--- config.mk ---
export PLATFORM = sky130hd
export DESIGN_NAME = bram_access_sched
export DESIGN_NICKNAME = d
export VERILOG_FILES = /design/src/rtl/bram_access_sched.sv
export SDC_FILE = /design/constraint.sdc
export NUM_CORES = 1
export LEC_CHECK = 0
export ABC_AREA = 1
export CORE_UTILIZATION = 54
export CTS_CLUSTER_SIZE = 10
export DETAILED_ROUTE_END_ITERATION = 12
export HOLD_SLACK_MARGIN = 0.08
export PLACE_DENSITY = 0.89
export SYNTH_ARGS = -nofsm -noshare
export SYNTH_HDL_FRONTEND = slang
export SYNTH_SLANG_ARGS = --single-unit
--- constraint.sdc ---
create_clock -name clk -period 3.04 [get_ports clk]
set_input_delay 0.304 -clock clk [delete_from_list [all_inputs] [get_ports clk]]
set_output_delay 0.304 -clock clk [all_outputs]
set_load 0.02 [all_outputs]
--- src/rtl/bram_access_sched.sv ---
// Read-port scheduler for one simple-dual-port BRAM: host reads and writes share the
// RAM with a sweep engine that forms an additive checksum over every word.
module bram_access_sched #(
  parameter int WID_MEM    = 9,
  parameter int ADDR_W     = 13,
  parameter int DEPTH_MEM  = 8192,
  parameter int SUM_W      = 32,
  parameter int STARVE_LIM = 4
) (
  input  logic               clk,
  input  logic               reset,
  input  logic               start_sweep,
  output logic               sweep_busy,
  output logic               sweep_done,
  output logic [SUM_W-1:0]   sweep_sum,
  input  logic               h_req,
  input  logic               h_we,
  input  logic [ADDR_W-1:0]  h_addr,
  input  logic [WID_MEM-1:0] h_wdata,
  output logic               h_gnt,
  output logic               h_rvalid,
  output logic [WID_MEM-1:0] h_rdata,
  output logic [ADDR_W-1:0]  mem_raddr,
  output logic [ADDR_W-1:0]  mem_waddr,
  output logic [WID_MEM-1:0] mem_din,
  output logic               mem_we,
  input  logic [WID_MEM-1:0] mem_dout
);

  typedef enum logic [1:0] {
    S_IDLE  = 2'd0,
    S_SWEEP = 2'd1,
    S_DRAIN = 2'd2
  } state_t;

  localparam int ST_W = $clog2(STARVE_LIM + 1);
  localparam logic [ADDR_W:0] CNT_LAST = (ADDR_W + 1)'(DEPTH_MEM - 1);
  localparam logic [ADDR_W:0] CNT_ONE  = (ADDR_W + 1)'(1);
  localparam logic [ST_W-1:0] ST_LIM   = ST_W'(STARVE_LIM);
  localparam logic [ST_W-1:0] ST_ONE   = ST_W'(1);

  state_t             state_q,  state_d;
  logic [ADDR_W:0]    cnt_q,    cnt_d;
  logic [ST_W-1:0]    starve_q, starve_d;
  logic [ADDR_W-1:0]  raddr_q,  raddr_d;
  logic               issued_q, issued_d;
  logic               tag_q,    tag_d;
  logic [SUM_W-1:0]   sum_q,    sum_d;
  logic               done_q,   done_d;
  logic               rvalid_q, rvalid_d;
  logic [WID_MEM-1:0] rdata_q,  rdata_d;

  logic host_rd_s;
  logic host_rd_gnt_s;
  logic sweep_gnt_s;

  // Next-state logic: arbitration, sweep sequencing and read-return handling
  always_comb begin
    state_d       = state_q;
    cnt_d         = cnt_q;
    starve_d      = starve_q;
    raddr_d       = raddr_q;
    issued_d      = 1'b0;
    tag_d         = tag_q;
    sum_d         = sum_q;
    done_d        = 1'b0;
    rvalid_d      = 1'b0;
    rdata_d       = rdata_q;
    host_rd_gnt_s = 1'b0;
    sweep_gnt_s   = 1'b0;
    host_rd_s     = h_req & ~h_we;

    // tag_q = 1 marks a sweep-owned read whose data is on mem_dout now
    if (issued_q) begin
      if (tag_q) begin
        sum_d = sum_q + {{(SUM_W - WID_MEM){1'b0}}, mem_dout};
      end else begin
        rvalid_d = 1'b1;
        rdata_d  = mem_dout;
      end
    end else begin
      rdata_d = rdata_q;
    end

    case (state_q)
      S_IDLE: begin
        starve_d      = {ST_W{1'b0}};
        host_rd_gnt_s = host_rd_s;
        if (start_sweep) begin
          state_d = S_SWEEP;
          cnt_d   = {(ADDR_W + 1){1'b0}};
          sum_d   = {SUM_W{1'b0}};
        end else begin
          state_d = S_IDLE;
        end
      end
      S_SWEEP: begin
        if (host_rd_s && (starve_q != ST_LIM)) begin
          host_rd_gnt_s = 1'b1;
          starve_d      = starve_q + ST_ONE;
        end else begin
          sweep_gnt_s = 1'b1;
          starve_d    = {ST_W{1'b0}};
          cnt_d       = cnt_q + CNT_ONE;
          if (cnt_q == CNT_LAST) begin
            state_d = S_DRAIN;
          end else begin
            state_d = S_SWEEP;
          end
        end
      end
      S_DRAIN: begin
        host_rd_gnt_s = host_rd_s;
        if (issued_q && tag_q) begin
          done_d  = 1'b1;
          state_d = S_IDLE;
        end else begin
          state_d = S_DRAIN;
        end
      end
      default: begin
        state_d = S_IDLE;
      end
    endcase

    if (host_rd_gnt_s) begin
      issued_d = 1'b1;
      tag_d    = 1'b0;
      raddr_d  = h_addr;
    end else if (sweep_gnt_s) begin
      issued_d = 1'b1;
      tag_d    = 1'b1;
      raddr_d  = cnt_q[ADDR_W-1:0];
    end else begin
      issued_d = 1'b0;
    end
  end

  // State and datapath registers with synchronous reset
  always_ff @(posedge clk) begin
    if (reset) begin
      state_q  <= S_IDLE;
      cnt_q    <= {(ADDR_W + 1){1'b0}};
      starve_q <= {ST_W{1'b0}};
      raddr_q  <= {ADDR_W{1'b0}};
      issued_q <= 1'b0;
      tag_q    <= 1'b0;
      sum_q    <= {SUM_W{1'b0}};
      done_q   <= 1'b0;
      rvalid_q <= 1'b0;
      rdata_q  <= {WID_MEM{1'b0}};
    end else begin
      state_q  <= state_d;
      cnt_q    <= cnt_d;
      starve_q <= starve_d;
      raddr_q  <= raddr_d;
      issued_q <= issued_d;
      tag_q    <= tag_d;
      sum_q    <= sum_d;
      done_q   <= done_d;
      rvalid_q <= rvalid_d;
      rdata_q  <= rdata_d;
    end
  end

  // The read address must reach the RAM in the grant cycle, so it bypasses the hold register
  assign mem_raddr  = raddr_d;
  assign mem_we     = ~reset & h_req & h_we;
  assign mem_waddr  = h_addr;
  assign mem_din    = h_wdata;
  assign h_gnt      = ~reset & h_req & (h_we | host_rd_gnt_s);
  assign h_rvalid   = rvalid_q;
  assign h_rdata    = rdata_q;
  assign sweep_busy = (state_q != S_IDLE);
  assign sweep_done = done_q;
  assign sweep_sum  = sum_q;

endmodule

Word-level counts from Yosys, hierarchy flattened
Index checks and enable logic that the tools add are counted.
{ "word_totals": {"elab_cells": 64, "register_bits": 77, "output_inout_bits": 81, "input_bits": 36} }
{ "op_classes": {"n_mux": 24, "bitwise": 10, "n_reduce_logical": 11, "addsub": 3, "eq_ne": 6} }
{ "ops": {"columns": ["operator", "n"], "rows": [
  ["32-bit two-way mux", 4],
  ["32-bit by 9-bit adder with 32-bit output", 1],
  ["14-bit two-way mux", 2],
  ["14-bit case mux with 2 select lines", 1],
  ["13-bit two-way mux", 2],
  ["14-bit by 1-bit adder with 14-bit output, second input constant", 1],
  ["14-bit by 13-bit == test with 1-bit output, second input constant", 1],
  ["1-bit two-way mux", 8],
  ["2-bit OR reduction", 4],
  ["2-bit two-way mux", 3],
  ["2-bit case mux with 3 select lines", 1],
  ["3-bit case mux with 2 select lines", 1],
  ["1-bit NOT", 5],
  ["1-bit AND", 4],
  ["2-bit inequality test, second input constant", 2],
  ["2-bit nonzero test", 2],
  ["3-bit by 1-bit adder with 3-bit output, second input constant", 1],
  ["3-bit two-way mux", 1],
  ["3-bit inequality test, second input constant", 1],
  ["3-bit AND reduction", 1],
  ["2-bit by 1-bit == test with 1-bit output, second input constant", 1],
  ["2-bit == test, second input constant", 1],
  ["1-bit logical AND", 2],
  ["2-bit logical NOT", 1],
  ["other kinds (3)", 3]
]} }

Logic depth before layout (Yosys ltp)
{ "logic_depth": {"ltp_word": 7, "ltp_mapped": 12, "ltp_nobuf": 12} }

Worst setup path before layout
Ideal clock, no wire load.
{ "synth_path": {"kind": "flip-flop to output port", "start": "register starve_q[0]", "end": "output port h_gnt", "required_time_ps": 2736, "path_slack_ps": 1152, "path_stages_with_launch": 11, "t_arrival_ps": 1584, "path_buffers": 1, "cell_sequence": "dfxtp_1 > inv_1 > ha_1 > nand2_1 > nand2_4 > nor2_8 > inv_4 > nand2_8 > inv_4 > buf_12 > a21oi_1"} }
{ "synth_between": {"elab_chain_cells": 6} }
{ "synth_rtl": {"columns": ["item", "line_no", "source"], "rows": [
  ["start: declaration", "44", "logic [ST_W-1:0] starve_q, starve_d;"],
  ["start signal: assignment", "144", "starve_q <= {ST_W{1'b0}};"],
  ["start signal: assignment", "155", "starve_q <= starve_d;"],
  ["3-bit inequality test", "98", "if (host_rd_s && (starve_q != ST_LIM)) begin"],
  ["1-bit logical AND", "98", null],
  ["1-bit two-way mux", "98", null],
  ["1-bit case mux with 2 select lines", "85", "case (state_q)"],
  ["1-bit OR", "171", "assign h_gnt = ~reset & h_req & (h_we | host_rd_gnt_s);"],
  ["1-bit AND", "171", null],
  ["end: declaration", "20", "output logic h_gnt,"]
]} }
Every way passes these cells.

Worst setup path after layout
{ "layout_path": {"start": "register starve_q[0]", "end": "output port mem_raddr[0]"} }
{ "layout_between": {"elab_chain_cells": 6, "elab_cells_between_ends": 8, "cone_classes": "eq/ne (1); mux (6); reduce/logical (1)"} }
{ "layout_rtl": {"columns": ["item", "line_no", "source"], "rows": [
  ["3-bit inequality test *", "98", null],
  ["1-bit logical AND *", "98", null],
  ["1-bit two-way mux", "98", null],
  ["1-bit two-way mux", "85", null],
  ["13-bit two-way mux", "130", "end else if (sweep_gnt_s) begin"],
  ["13-bit two-way mux *", "126", "if (host_rd_gnt_s) begin"],
  ["end: declaration", "23", "output logic [ADDR_W-1:0] mem_raddr,"]
]} }
Mark *: on every way between the ends. The rest lies on a longest branch, timed or not.

==> impl_results.md <==
* Placed instance area at between 5000 and 6000 um^2
* Final Instance Area at between 5000 and 6000 um^2
* Asr flop ratio synth at 0%
* Post-Syn Nets at 745
* Commonest non-fill, non-tap cell in the layout: nand2_1
* Power consumption at 0.00230 W
* Comb power frac at 19.9%
* WP data required at around 2.7 ns
* Worst hold path stage count at 2
* Die extent in x at 95.1 um
* Yosys top cell by area: dfxtp_1
* Layout cells sized above 1 at approximately 9%
* Setup total negative slack at 0 ns
* Via density per instance at about 5.3
* Slew Viols, Final at 0
* Fin worst setup slack at 0.242 ns
* Count of final setup violators at 0
* GRT Util Overall at between 20% and 30%
* CTS tree: yes
* Effective utilization at floorplan at a little under three fifths
* Post-Route WL at approximately 11 mm
* Tcrit/Tclk final at 92.0%
* R2r endpoint: sweep_sum[16]
* Hold Crit Start: starve_q[1]
* Global-route wire length before repair at ~19 mm
* Clock power frac at between 30% and 40%
* Largest net degree at the start of global routing at between 40 and 50
* RSZ-0062 raised after global routing: false
* CTS Root Cell: clkbuf_8
* Residual DRC at 0
* Fmax at between 0.3 and 0.4 GHz
* WP data arrival at 2.49 ns
* Syn avg cell area at approximately 6.7 um^2
* Total gr overflow at 0
* TritonRoute pass-1 iters at 5
* Antenna violations before repair at 0
* Dominant synthesized flop cell: dfxtp_1
* Max VDD drop at around 0.28 mV
* Hold crit path type: reg -> reg
* Rows at 33
* # IOs at roughly 120
* Synth top area share at around a third
* CTS max path bufs at 2
* Number of synthesized register bits at 77
* Post-synthesis cell count at 696
* Routability cong. at between 0.9 and 1
* Number of H-tree levels at 3
* Fillers at 688
* Worst-Skew Late Latency at 0.36 ns
* Critical Path Start Type: register
* Core ar. at roughly 8300 um^2
* Port-buffer cells at 98
* Flop2flop setup slack at 1.07 ns
* Setup Skew at 0.0157 ns
* Remaining antenna violation count at 0
* Worst Hold End: starve_q[1]
* Post-CTS Hold Buffers at 0
* Setup repair bufs after CTS at 0
* Max_cap viols at 0
* Area contributors post-synth: dfxtp_1 (33%), nand2_1 (14%), nor2_1 (8.7%)
* ANT cells at 0
* Ys Warns at 0
* Cell variety after synth at between 40 and 50
* DR iter-0 viols at 234
* Max_slew headroom at 63.5%
* Leak Pwr at roughly 2.4 nW
* Min cycle time layout at between 2 and 3 ns
* Fin nets at around 800
* Vias in the first global route at roughly 4,400
* Crit. End Element: primary output
* Sink Count at 77
* Area of the multi-input gates at 2540 um^2
* Worst hold slack at roughly 0.5 ns
* Dpl hpwl at about 8.4 mm
* Clock transition at path regs at approximately 0.08 ns
* Peak fanout along the critical path at 17
* Internal at ~0.0016 W
* Crit Path Class: reg -> out
* Area Growth Syn to Fin at 22.5%
* Pwr Density at roughly 400 nW/um^2
* FF-to-FF Start: sweep_sum[0]
* Die height at approximately 95 um
* Final hold violations at 0
* Routed length per placed instance at ~13 um
* NetSw at between 0.0006 and 0.0007 W
* EDFF count, synth at 0
* Die footprint at 9050 um^2
* TritonCTS buffer count at 9
* Worst Max-Slew Pin Slew at between 0.5 and 0.6 ns
* Status: complete, no violations
* Worst Reg-to-Reg Cells at 10
* Reg area at approximately 1500 um^2
* Register area share after synthesis at 32.9%
* Sw frac at between 20% and 30%
* Most frequent cells in the layout: nand2_1 (178), nor2_1 (108), clkdlybuf4s50_1 (98)
* Sequential share of power at roughly 46%
* Vias at about 4,700
* Cell Area, Synth at between 4000 and 5000 um^2
* Place WS at between 0.3 and 0.4 ns
## cells by family (layout without fill, tap and decap cells)
logic type                 after synthesis  count (layout)  synth area share (%)
and+or+nand+nor                        393             393                  37.5
buffers and inverters                  122             201                  12.9
AOI/OAI and AO/OA                       85              85                  12.0
DFF                                     77              77                  32.9
adders and majority gates               13              13                  3.63
xor gates and xnor gates                 6               6                  1.12
## per-stage QoR
step                      util [%]  instances
final                         69.1        880
after global routing          69.1        880
after CTS                     69.1        880
after detailed placement      66.8        864
after global placement        66.8        864
after floorplan                  -        696
## synth_stat cells (2+ instances only)
library cell  count
nand2_1         178
o211ai_2          8
a21oi_1          34
nor3_1           19
inv_2             7
nand3_2           5
nand3b_1          2
o21ai_0          24
a31oi_1           4
nor2_1          108
nor4_1            2
o211ai_1          2
a21oi_2           9
inv_1            73
buf_2             8
nor2_2            4
xor2_1            5
inv_4             2
ha_1             12
nand2_4           5
dfxtp_1          77
buf_6             3
nand4_1          21
nor2_4            2
nand3_1          39
nand2_2           4
clkbuf_1          2
buf_4            24
## routing by layer
layer	routed length, um	track usage (%)
met1	4740	31.3
met2	5540	47.0
met3	706	3.99
met4	203	8.71
met5	0	0
## state kept, by name, indices dropped and copies added, names as in the netlist
signal      cells
raddr_q        13
tag_q           1
cnt_q          14
sweep_done      1
issued_q        1
h_rdata         9
sweep_sum      32
starve_q        3
state_q         2
h_rvalid        1
## worst max path at each step
stage	start	end
finish	starve_q[0]	mem_raddr[0]
global route	starve_q[0]	mem_raddr[9]
CTS	starve_q[0]	h_gnt
detailed placement	h_req	h_gnt
global placement	h_req	h_gnt
floorplan	starve_q[0]	h_gnt
## layout make-up
type	instances	area share [%]
well taps	105	2.29
repair buffers	102	17.7
multi-input cells	497	44.3
clock buffers	10	2.23
inverters	83	5.52
flip-flops and latches	77	26.9
clock inverters	6	1.11
## worst max-delay path, cell delays in order (launching register included)
cell             delay [ns]
dfxtp_1                0.32
inv_1                  0.09
ha_1                   0.15
nand2_1                0.14
nand2_4                0.16
nor2_8                 0.05
inv_4                  0.08
nand2_8                0.09
inv_4                  0.19
o211ai_1               0.14
nand2_1                0.09
clkdlybuf4s50_1        0.62
## repair_timing
item	in CTS	in global routing
gates resized for setup	0	1
setup endpoints to repair	0	1
endpoints found under the hold margin	0	0
## power groups by stage
stage / clock (W) / sequential, W / combinational [W]
4_1_cts: 0.000788 / 0.00106 / 0.000459
3_3_place_gp: 0 / 0.00108 / 0.000446
6_report: 0.000782 / 0.00106 / 0.000458
2_1_floorplan: 0 / 0.00110 / 0.000300
3_5_place_dp: 0 / 0.00109 / 0.000455
5_1_grt: 0.000824 / 0.00107 / 0.000499
Power figures use the tool's default switching activity.
